--- config.mk ---
export PLATFORM = sky130hd
export DESIGN_NAME = logic_capture_packer
export DESIGN_NICKNAME = d
export VERILOG_FILES = /design/src/rtl/logic_capture_packer.sv
export SDC_FILE = /design/constraint.sdc
export NUM_CORES = 1
export LEC_CHECK = 0
export ABC_AREA = 1
export CAP_MARGIN = 20
export CORE_AREA = 2 2 159 161
export CTS_BUF_LIST = sky130_fd_sc_hd__clkbuf_4
export DETAILED_ROUTE_END_ITERATION = 8
export DIE_AREA = 0 0 161 163
export HOLD_SLACK_MARGIN = 0.06
export PLACE_DENSITY = 0.8
export SLEW_MARGIN = 20
export SYNTH_ARGS = -nofsm -noshare
export SYNTH_HDL_FRONTEND = slang
export SYNTH_SLANG_ARGS = --single-unit
--- constraint.sdc ---
create_clock -name clk_312p5mhz -period 6.2 [get_ports clk_312p5mhz]
set_clock_uncertainty 0.2 [all_clocks]
set_input_delay 1.24 -clock clk_312p5mhz [delete_from_list [all_inputs] [get_ports clk_312p5mhz]]
set_output_delay 1.24 -clock clk_312p5mhz [all_outputs]
set_load 0.02 [all_outputs]
--- src/rtl/logic_capture_packer.sv ---
// Per-port logic-analyzer capture endpoint: packs sample words into wide FIFO words,
// handles end-of-capture flush of partial words and tracks dropped words.
module logic_capture_packer #(
    parameter int unsigned SAMPLE_WIDTH = 32,
    parameter int unsigned PACK_RATIO   = 4
) (
    input  logic                               clk_312p5mhz,
    input  logic                               trig_rst,
    input  logic                               capture_en,
    input  logic                               capture_flush,
    input  logic                               sample_valid,
    input  logic [SAMPLE_WIDTH-1:0]            sample_data,
    input  logic                               fifo_full,
    output logic                               fifo_wr_en,
    output logic [SAMPLE_WIDTH*PACK_RATIO-1:0] fifo_wr_data,
    output logic [2:0]                         fifo_wr_lanes,
    output logic                               flush_done,
    output logic                               overflow,
    output logic [31:0]                        sample_count
);

    localparam int unsigned WordWidth = SAMPLE_WIDTH * PACK_RATIO;
    localparam logic [1:0]  LastLane  = 2'(PACK_RATIO - 1);
    localparam logic [2:0]  FullLanes = 3'(PACK_RATIO);

    typedef enum logic [1:0] {StIdle, StCapture, StFlush, StDone} state_e;

    state_e               state_q, state_d;
    logic [1:0]           ptr_q, ptr_d;
    logic [WordWidth-1:0] pack_q, pack_d;

    logic                 accept;
    logic                 wr_req;
    logic                 flush_pulse;
    logic [WordWidth-1:0] wr_word;
    logic [WordWidth-1:0] word_ins;
    logic [2:0]           wr_lanes;
    logic [32:0]          count_sum;
    logic [31:0]          count_next;

    always_comb begin
        state_d     = state_q;
        ptr_d       = ptr_q;
        pack_d      = pack_q;
        accept      = 1'b0;
        wr_req      = 1'b0;
        flush_pulse = 1'b0;
        wr_word     = pack_q;
        wr_lanes    = FullLanes;
        word_ins    = pack_q;

        unique case (state_q)
            StIdle: begin
                if (capture_en) begin
                    state_d = StCapture;
                    accept  = sample_valid;
                end
            end
            StCapture: begin
                accept = capture_en && sample_valid;
                if (capture_flush) begin
                    state_d = StFlush;
                end
            end
            StFlush: begin
                // Pack register is kept zero above ptr, so unused lanes go out as 0.
                if (ptr_q != 2'd0) begin
                    wr_req   = 1'b1;
                    wr_lanes = {1'b0, ptr_q};
                end
                flush_pulse = 1'b1;
                ptr_d       = 2'd0;
                pack_d      = '0;
                state_d     = StDone;
            end
            StDone: begin
                if (!capture_en) begin
                    state_d = StIdle;
                end
            end
            default: state_d = StIdle;
        endcase

        for (int i = 0; i < PACK_RATIO; i++) begin
            if (ptr_q == 2'(i)) begin
                word_ins[i*SAMPLE_WIDTH +: SAMPLE_WIDTH] = sample_data;
            end
        end

        if (accept) begin
            if (ptr_q == LastLane) begin
                wr_req   = 1'b1;
                wr_word  = word_ins;
                wr_lanes = FullLanes;
                ptr_d    = 2'd0;
                pack_d   = '0;
            end else begin
                ptr_d  = ptr_q + 2'd1;
                pack_d = word_ins;
            end
        end
    end

    assign count_sum  = {1'b0, sample_count} + {30'd0, fifo_wr_lanes};
    assign count_next = count_sum[32] ? 32'hFFFF_FFFF : count_sum[31:0];

    always_ff @(posedge clk_312p5mhz) begin
        if (trig_rst) begin
            state_q       <= StIdle;
            ptr_q         <= 2'd0;
            pack_q        <= '0;
            fifo_wr_en    <= 1'b0;
            fifo_wr_data  <= '0;
            fifo_wr_lanes <= 3'd0;
            flush_done    <= 1'b0;
            overflow      <= 1'b0;
            sample_count  <= 32'd0;
        end else begin
            state_q    <= state_d;
            ptr_q      <= ptr_d;
            pack_q     <= pack_d;
            fifo_wr_en <= wr_req && !fifo_full;
            flush_done <= flush_pulse;
            if (wr_req && !fifo_full) begin
                fifo_wr_data  <= wr_word;
                fifo_wr_lanes <= wr_lanes;
            end
            if (wr_req && fifo_full) begin
                overflow <= 1'b1;
            end
            if (fifo_wr_en) begin
                sample_count <= count_next;
            end
        end
    end

endmodule

==> reports/results.ini, run 1 <==
[final_layout]
multi_input_area_mm2 = 0.00618
final-seq-area_mm2 = 0.00597
fill_cells = 2144
final_nets = 2141
area_growth_pct = 22.8
drive_above_1_share = 0.0728

[worst_hold_path]
min_delay_worst_endpoint = pack_q[117]$_SDFFE_PP0P_
hold_depth = 2
hp-class = flip-flop to flip-flop
hold_start = pack_q[117]$_SDFFE_PP0P_

[setup_path]
cp-startpoint = capture_en
end_kind = flip-flop
r2r_slack_ns = 2.89
reg2reg_depth = 7
worstPathArrival_ns = 4.12
cp.required_ns = 6.57
cp_slowest_stage_delay_ns = 0.80
path_depth = 8
cp_cell_sequence = clkdlybuf4s50_1 -> nand2_1 -> nor2_4 -> nand2_4 -> a21oi_4 -> buf_4 -> o211ai_1 -> a21oi_1
crit_family = compound AO/OA/AOI/OAI gates
critPathSlowestCell = a21oi_4
startpoint_type = primary input
worst-path-buf-inv = 2
critical_path_class = primary input to flip-flop
critPathMaxFanout = 59
r2r_start = ptr_q[0]$_SDFFE_PP0P_
reg2reg_to = fifo_wr_data[123]$_SDFFE_PP0P_

[timing]
fin_crit_ns = 3.75
fmax_ghz = 0.266
final-max-slew-violation-count = 0
setup_tns_ns = 0
max_slew.worst_pin.slew_ns = 1.15
grt_setup_unrepaired = no
period_share = 0.606
setup_violations = 0
hold_violations = 0
maxSlewHeadroom = 0.232

[clock_tree]
cts-root-buf = clkbuf_4
cts-resized-gates = 0
clockBufferDepth = 3
cts_buffers = 79
cts_tree = built
clk-insertion-delay-late_ns = 0.70
cts_sinks = 298
cts_setup_buffers = 0
clk_pin_slew_ns = 0.06
h-tree-depth = 3
ctsHoldBuffers = 0

[synthesis]
synth_area_leader_cell = dfxtp_1
synth_edf_count = 0
syn_inst = 1928
synth_top_area_frac = 0.448
synthesis.area_mm2 = 0.0133
synth_seq_cells = 298
synthTopCellsByArea = dfxtp_1 (45%), nand2_1 (19%), o21ai_0 (7.2%), a31oi_1 (5.9%), inv_1 (4.6%)
synth_cell_type_count = 33
postSynth.asyncResetShare = 0
syn_nets = 1979
ys_seq_area_frac = 0.448
ys_warn_count = 0
synth.avg_cell_area_um2 = 6.90
synth_ff_type = dfxtp_1

[die]
ios = 204
start_util = 0.539
die_y_um = 163
num_rows = 58
die_x_um = 161
core_region_area_mm2 = 0.0247
die-area_mm2 = 0.0262

[drt]
drt_pre_antenna_iters = 8
wl_met3_um = 3850
via_per_inst = 5.51
top_layer = met4
drc_errors = 0
routed_wl_um = 40500
dr.first_iter.drc_count = 1323
wl_met1_um = 16200
num_vias = 13600
post_drt_wl_per_cell_um = 16.3
met2_length_um = 18400
detail-route-antenna-nets = 0

[global_route]
antenna_found_initial = 2
grt_overflow = 0
grt_max_degree = 122
grt_pass1_vias = 12500
grt_pass1_wl_um = 63700
track_usage = 0.303

[flow_run]
cap_violations = 0

[pwr]
power.total_mw = 4.59
ir_worst_vdd_mv = 0.168
power_density_mw_per_mm2 = 281
p_leak_nw = 5.71

[place]
dp_hpwl_um = 25200
io_buffers = 203
place_congestion = 0.869

[status]
outcome = completed

[power by group]
part	switching, mW	internal [mW]	total [mW]
clock	0.813	0.905	1.72
combinational	0.549	0.251	0.800
sequential	0.0651	2.00	2.07
total	1.43	3.16	4.59
[through the flow]
step,cells,instance area (um2),hold WS (ns),utilization,setup WS (ns)
detailed placement,2339,15300,0.233,0.621,1.82
global placement,2338,15300,0.231,0.620,1.84
global route,2475,16300,0.258,0.662,2.19
finish,2475,16300,0.241,0.662,2.45
CTS,2473,16300,0.243,0.662,2.46
floorplan,1928,13300,0.224,-,3.67
[how the worst max path moves through the flow]
| stage | endpoint |
|---|---|
| after floorplan | fifo_wr_data[121]$_SDFFE_PP0P_ |
| after global placement | fifo_wr_data[94]$_SDFFE_PP0P_ |
| after detailed placement | fifo_wr_data[88]$_SDFFE_PP0P_ |
| final | fifo_wr_data[123]$_SDFFE_PP0P_ |
| after global routing | fifo_wr_data[84]$_SDFFE_PP0P_ |
| after CTS | fifo_wr_data[84]$_SDFFE_PP0P_ |
[layout by cell type (no fill, tap or decap), types with 41 or more instances in the layout]
master | netlist | layout
a21oi_1 | 120 | 120
a31oi_1 | 126 | 126
clkbuf_4 | 0 | 110
clkdlybuf4s50_1 | 0 | 202
dfxtp_1 | 298 | 298
inv_1 | 163 | 161
nand2_1 | 669 | 669
nand3_1 | 41 | 41
nor2_1 | 80 | 79
o21ai_0 | 192 | 192
[per-layer routing]
metal	global-route usage	vias to the layer above
li1	-	6651
met1	0.380	6286
met2	0.492	581
met3	0.0637	116
met4	0.158	0
met5	0	-
[cell type report]
| cell class | count | area share |
|---|---|---|
| clock buffer | 110 | 0.0505 |
| multi-input combinational | 1332 | 0.378 |
| tap | 330 | 0.0253 |
| inverter | 163 | 0.0378 |
| sequential | 298 | 0.365 |
| antenna | 2 | 0.000306 |
| timing repair buffer | 216 | 0.133 |
| clock inverter | 24 | 0.0102 |
[synthesized netlist by cell type, types with 8 or more instances]
master      n
ha_1       12
buf_4       8
dfxtp_1   298
o211ai_1    8
buf_2      38
o21ai_1    31
a31oi_1   126
o21ai_0   192
nand3_1    41
nand2_1   669
nor3_1     14
nor2_1     80
clkbuf_1   87
a21oi_1   120
inv_1     163
[state kept, by name, indices dropped and copies added, names as in the netlist]
register / flops
fifo_wr_data: 128
fifo_wr_en: 1
fifo_wr_lanes: 3
flush_done: 1
overflow: 1
pack_q: 128
ptr_q: 2
sample_count: 32
state_q: 2
[tightest hold or removal path, delay by kind of cell (launching register included)]
kind | cells | cell delay (ns)
flip-flops | 1 | 0.31
AND/OR/NAND/NOR | 2 | 0.10
[cells by family (layout without fill, tap and decap cells)]
logic type | after synthesis | after routing | synth area share
AOI/OAI and AO/OA | 482 | 482 | 0.196
xor gates and xnor gates | 6 | 6 | 0.00395
adders and majority gates | 13 | 13 | 0.0128
buffers and inverters | 298 | 513 | 0.0899
DFF | 298 | 298 | 0.448
muxes | 7 | 7 | 0.00592
other | 0 | 2 | 0
and+or+nand+nor | 824 | 824 | 0.243
Note: power is estimated with default switching activity, not from simulation.
==> inputs of run 2 (changes only) <==
CORE_AREA = 2 2 165 167   (was 2 2 159 161)
DIE_AREA = 0 0 167 169   (was 0 0 161 163)
PLACE_DENSITY = 0.78   (was 0.8)
clock period = 3.2 ns   (was 6.2 ns; I/O delays follow)
==> run 2 against run 1 <==
- sequential power rose by 94%
- first-iteration DRC count grew 14%
- non-clock buffer count grew 14
- sequential share of layout area fell by 0.57 points
- combinational power up 100%
- worst setup slack got worse by 1.9 ns
- critical path type is now flip-flop to output pin
==> reports/results.ini, run 2 (synthesized netlist as in run 1, its figures left out) <==
[final_layout]
reg_top3 = fifo_wr_data (128), pack_q (128), sample_count (32)  ; unchanged
final_cell_area_mm2 = 0.0166  ; was 0.0163 mm2
final_nets = 2156  ; was 2141
final_common_cell = nand2_1  ; unchanged
drive_above_1_share = 0.0816  ; was 0.0728
final_cell_mix = nand2_1 (669), dfxtp_1 (298), clkdlybuf4s50_1 (202), o21ai_0 (192), inv_1 (161)  ; unchanged
stdcell_count = 2500  ; was 2475
area_growth_pct = 24.8  ; was 22.8%

[setup_path]
reg2reg_to = sample_count[18]$_SDFFE_PP0P_  ; was fifo_wr_data[123]$_SDFFE_PP0P_
reg2reg_depth = 11  ; was 7
cp_cell_sequence = clkdlybuf4s50_1  ; was clkdlybuf4s50_1 -> nand2_1 -> nor2_4 -> nand2_4 -> a21oi_4 -> buf_4 -> o211ai_1 -> a21oi_1
crit_family = buffers and inverters  ; was compound AO/OA/AOI/OAI gates
critical_path_class = flip-flop to output pin  ; was primary input to flip-flop
r2r_slack_ns = 0.68  ; was 2.89 ns
startpoint_type = flip-flop  ; was primary input
critPathMaxFanout = 7  ; was 59
cp_slowest_stage_delay_ns = 0.67  ; was 0.80 ns
worst-path-buf-inv = 1  ; was 2
r2r_start = fifo_wr_lanes[0]$_SDFFE_PP0P_  ; was ptr_q[0]$_SDFFE_PP0P_
worstPathArrival_ns = 1.86  ; was 4.12 ns
end_kind = output pin  ; was flip-flop
critPathSlowestCell = clkdlybuf4s50_1  ; was a21oi_4
cp.required_ns = 2.36  ; was 6.57 ns

[clock_tree]
ctsHoldBuffers = 0  ; unchanged
cts-resized-gates = 0  ; unchanged
cts-root-buf = clkbuf_4  ; unchanged
cts_setup_buffers = 0  ; unchanged
clk_pin_slew_ns = 0.06  ; about the same
cts_tree = built  ; unchanged
clk-insertion-delay-late_ns = 0.73  ; was 0.70 ns
cts_sinks = 298  ; unchanged
h-tree-depth = 3  ; unchanged
cts_buffers = 80  ; was 79
clockBufferDepth = 3  ; unchanged

[pwr]
ir_worst_vdd_mv = 0.545  ; was 0.168 mV
p_leak_nw = 5.85  ; was 5.71 nW
power_density_mw_per_mm2 = 552  ; was 281 mW/mm2

[place]
place_inst = 2364  ; was 2339
dp_hpwl_um = 27100  ; was 25200 um
place_congestion = 0.903  ; was 0.869
place_area_mm2 = 0.0156  ; was 0.0153 mm2
io_buffers = 203  ; unchanged

[drt]
routed_wl_um = 42700  ; was 40500 um
post_drt_wl_per_cell_um = 17.1  ; was 16.3 um
drc_errors = 0  ; unchanged
dr.first_iter.drc_count = 1503  ; was 1323
num_vias = 13900  ; was 13600
via_per_inst = 5.55  ; was 5.51
detail-route-antenna-nets = 0  ; unchanged
drt_pre_antenna_iters = 6  ; was 8

[timing]
fmax_ghz = 0.370
max_slew.worst_pin.slew_ns = 0.690  ; was 1.15 ns
maxSlewHeadroom = 0.540  ; was 0.232
grt_setup_unrepaired = no  ; unchanged
hold_slack_ns = 0.244  ; was 0.241 ns
hold_violations = 0  ; unchanged
fin_crit_ns = 2.70
final-max-slew-violation-count = 0  ; unchanged
setup_tns_ns = 0  ; unchanged
setup_violations = 0  ; unchanged
period_share = 0.844

[worst_hold_path]
hold_depth = 2  ; unchanged
hold_start = pack_q[115]$_SDFFE_PP0P_  ; was pack_q[117]$_SDFFE_PP0P_
min_delay_worst_endpoint = pack_q[115]$_SDFFE_PP0P_  ; was pack_q[117]$_SDFFE_PP0P_
hp-class = flip-flop to flip-flop  ; unchanged

[global_route]
antenna_found_initial = 1  ; was 2
grt_overflow = 0  ; unchanged
grt_pass1_vias = 12600  ; was 12500
grt_max_degree = 131  ; was 122
grt_pass1_wl_um = 66400  ; was 63700 um
track_usage = 0.292  ; was 0.303

[die]
num_rows = 60  ; was 58
die_y_um = 169  ; was 163 um
die_x_um = 167  ; was 161 um
ios = 204  ; unchanged
die-area_mm2 = 0.0282  ; was 0.0262 mm2
start_util = 0.502  ; was 0.539
core_region_area_mm2 = 0.0265  ; was 0.0247 mm2

[status]
outcome = completed  ; unchanged

[flow_run]
cap_violations = 0  ; unchanged

## run 2: final cells by class
type | instances | area, um2
well taps | 341 | 427
clock inverters | 13 | 133
inverters | 163 | 616
repair buffers | 230 | 2380
diodes | 2 | 5.00
clock buffers | 121 | 908
flip-flops and latches | 298 | 5970
multi-input cells | 1332 | 6170
fillers | 2343 | 9900
## run 2: worst max path at each step
stage	endpoint	from	slack (ns)	cells past startpoint
floorplan	sample_count[18]$_SDFFE_PP0P_	fifo_wr_lanes[0]$_SDFFE_PP0P_	1.01	11
global placement	fifo_wr_data[40]$_SDFFE_PP0P_	capture_en	0.40	9
detailed placement	fifo_wr_data[22]$_SDFFE_PP0P_	capture_en	0.34	9
CTS	fifo_wr_en	fifo_wr_en$_SDFF_PP0_	0.46	1
global route	fifo_wr_en	fifo_wr_en$_SDFF_PP0_	0.43	1
finish	fifo_wr_en	fifo_wr_en$_SDFF_PP0_	0.50	1
## run 2: through the flow
step           total power [mW]   util  worst slack [ns]
2_1_floorplan              5.04      -              1.01
3_3_place_gp               5.64  0.587             0.401
3_5_place_dp               5.67  0.587             0.339
4_1_cts                    9.19  0.626             0.464
5_1_grt                    9.55  0.626             0.431
6_report                   9.17  0.626             0.499
## run 2: power by group
group	leakage (nW)	switching, mW	internal (mW)
combinational	2.82	1.10	0.503
sequential	2.40	0.134	3.88
clock	0.621	1.59	1.95
## run 2: per-layer routing
layer / share of wire / GRT usage / vias to the layer above
li1: - / - / 6660
met1: 0.43 / 0.388 / 6443
met2: 0.46 / 0.459 / 646
met3: 0.079 / 0.0542 / 114
met4: 0.039 / 0.141 / 0
met5: 0 / 0 / -
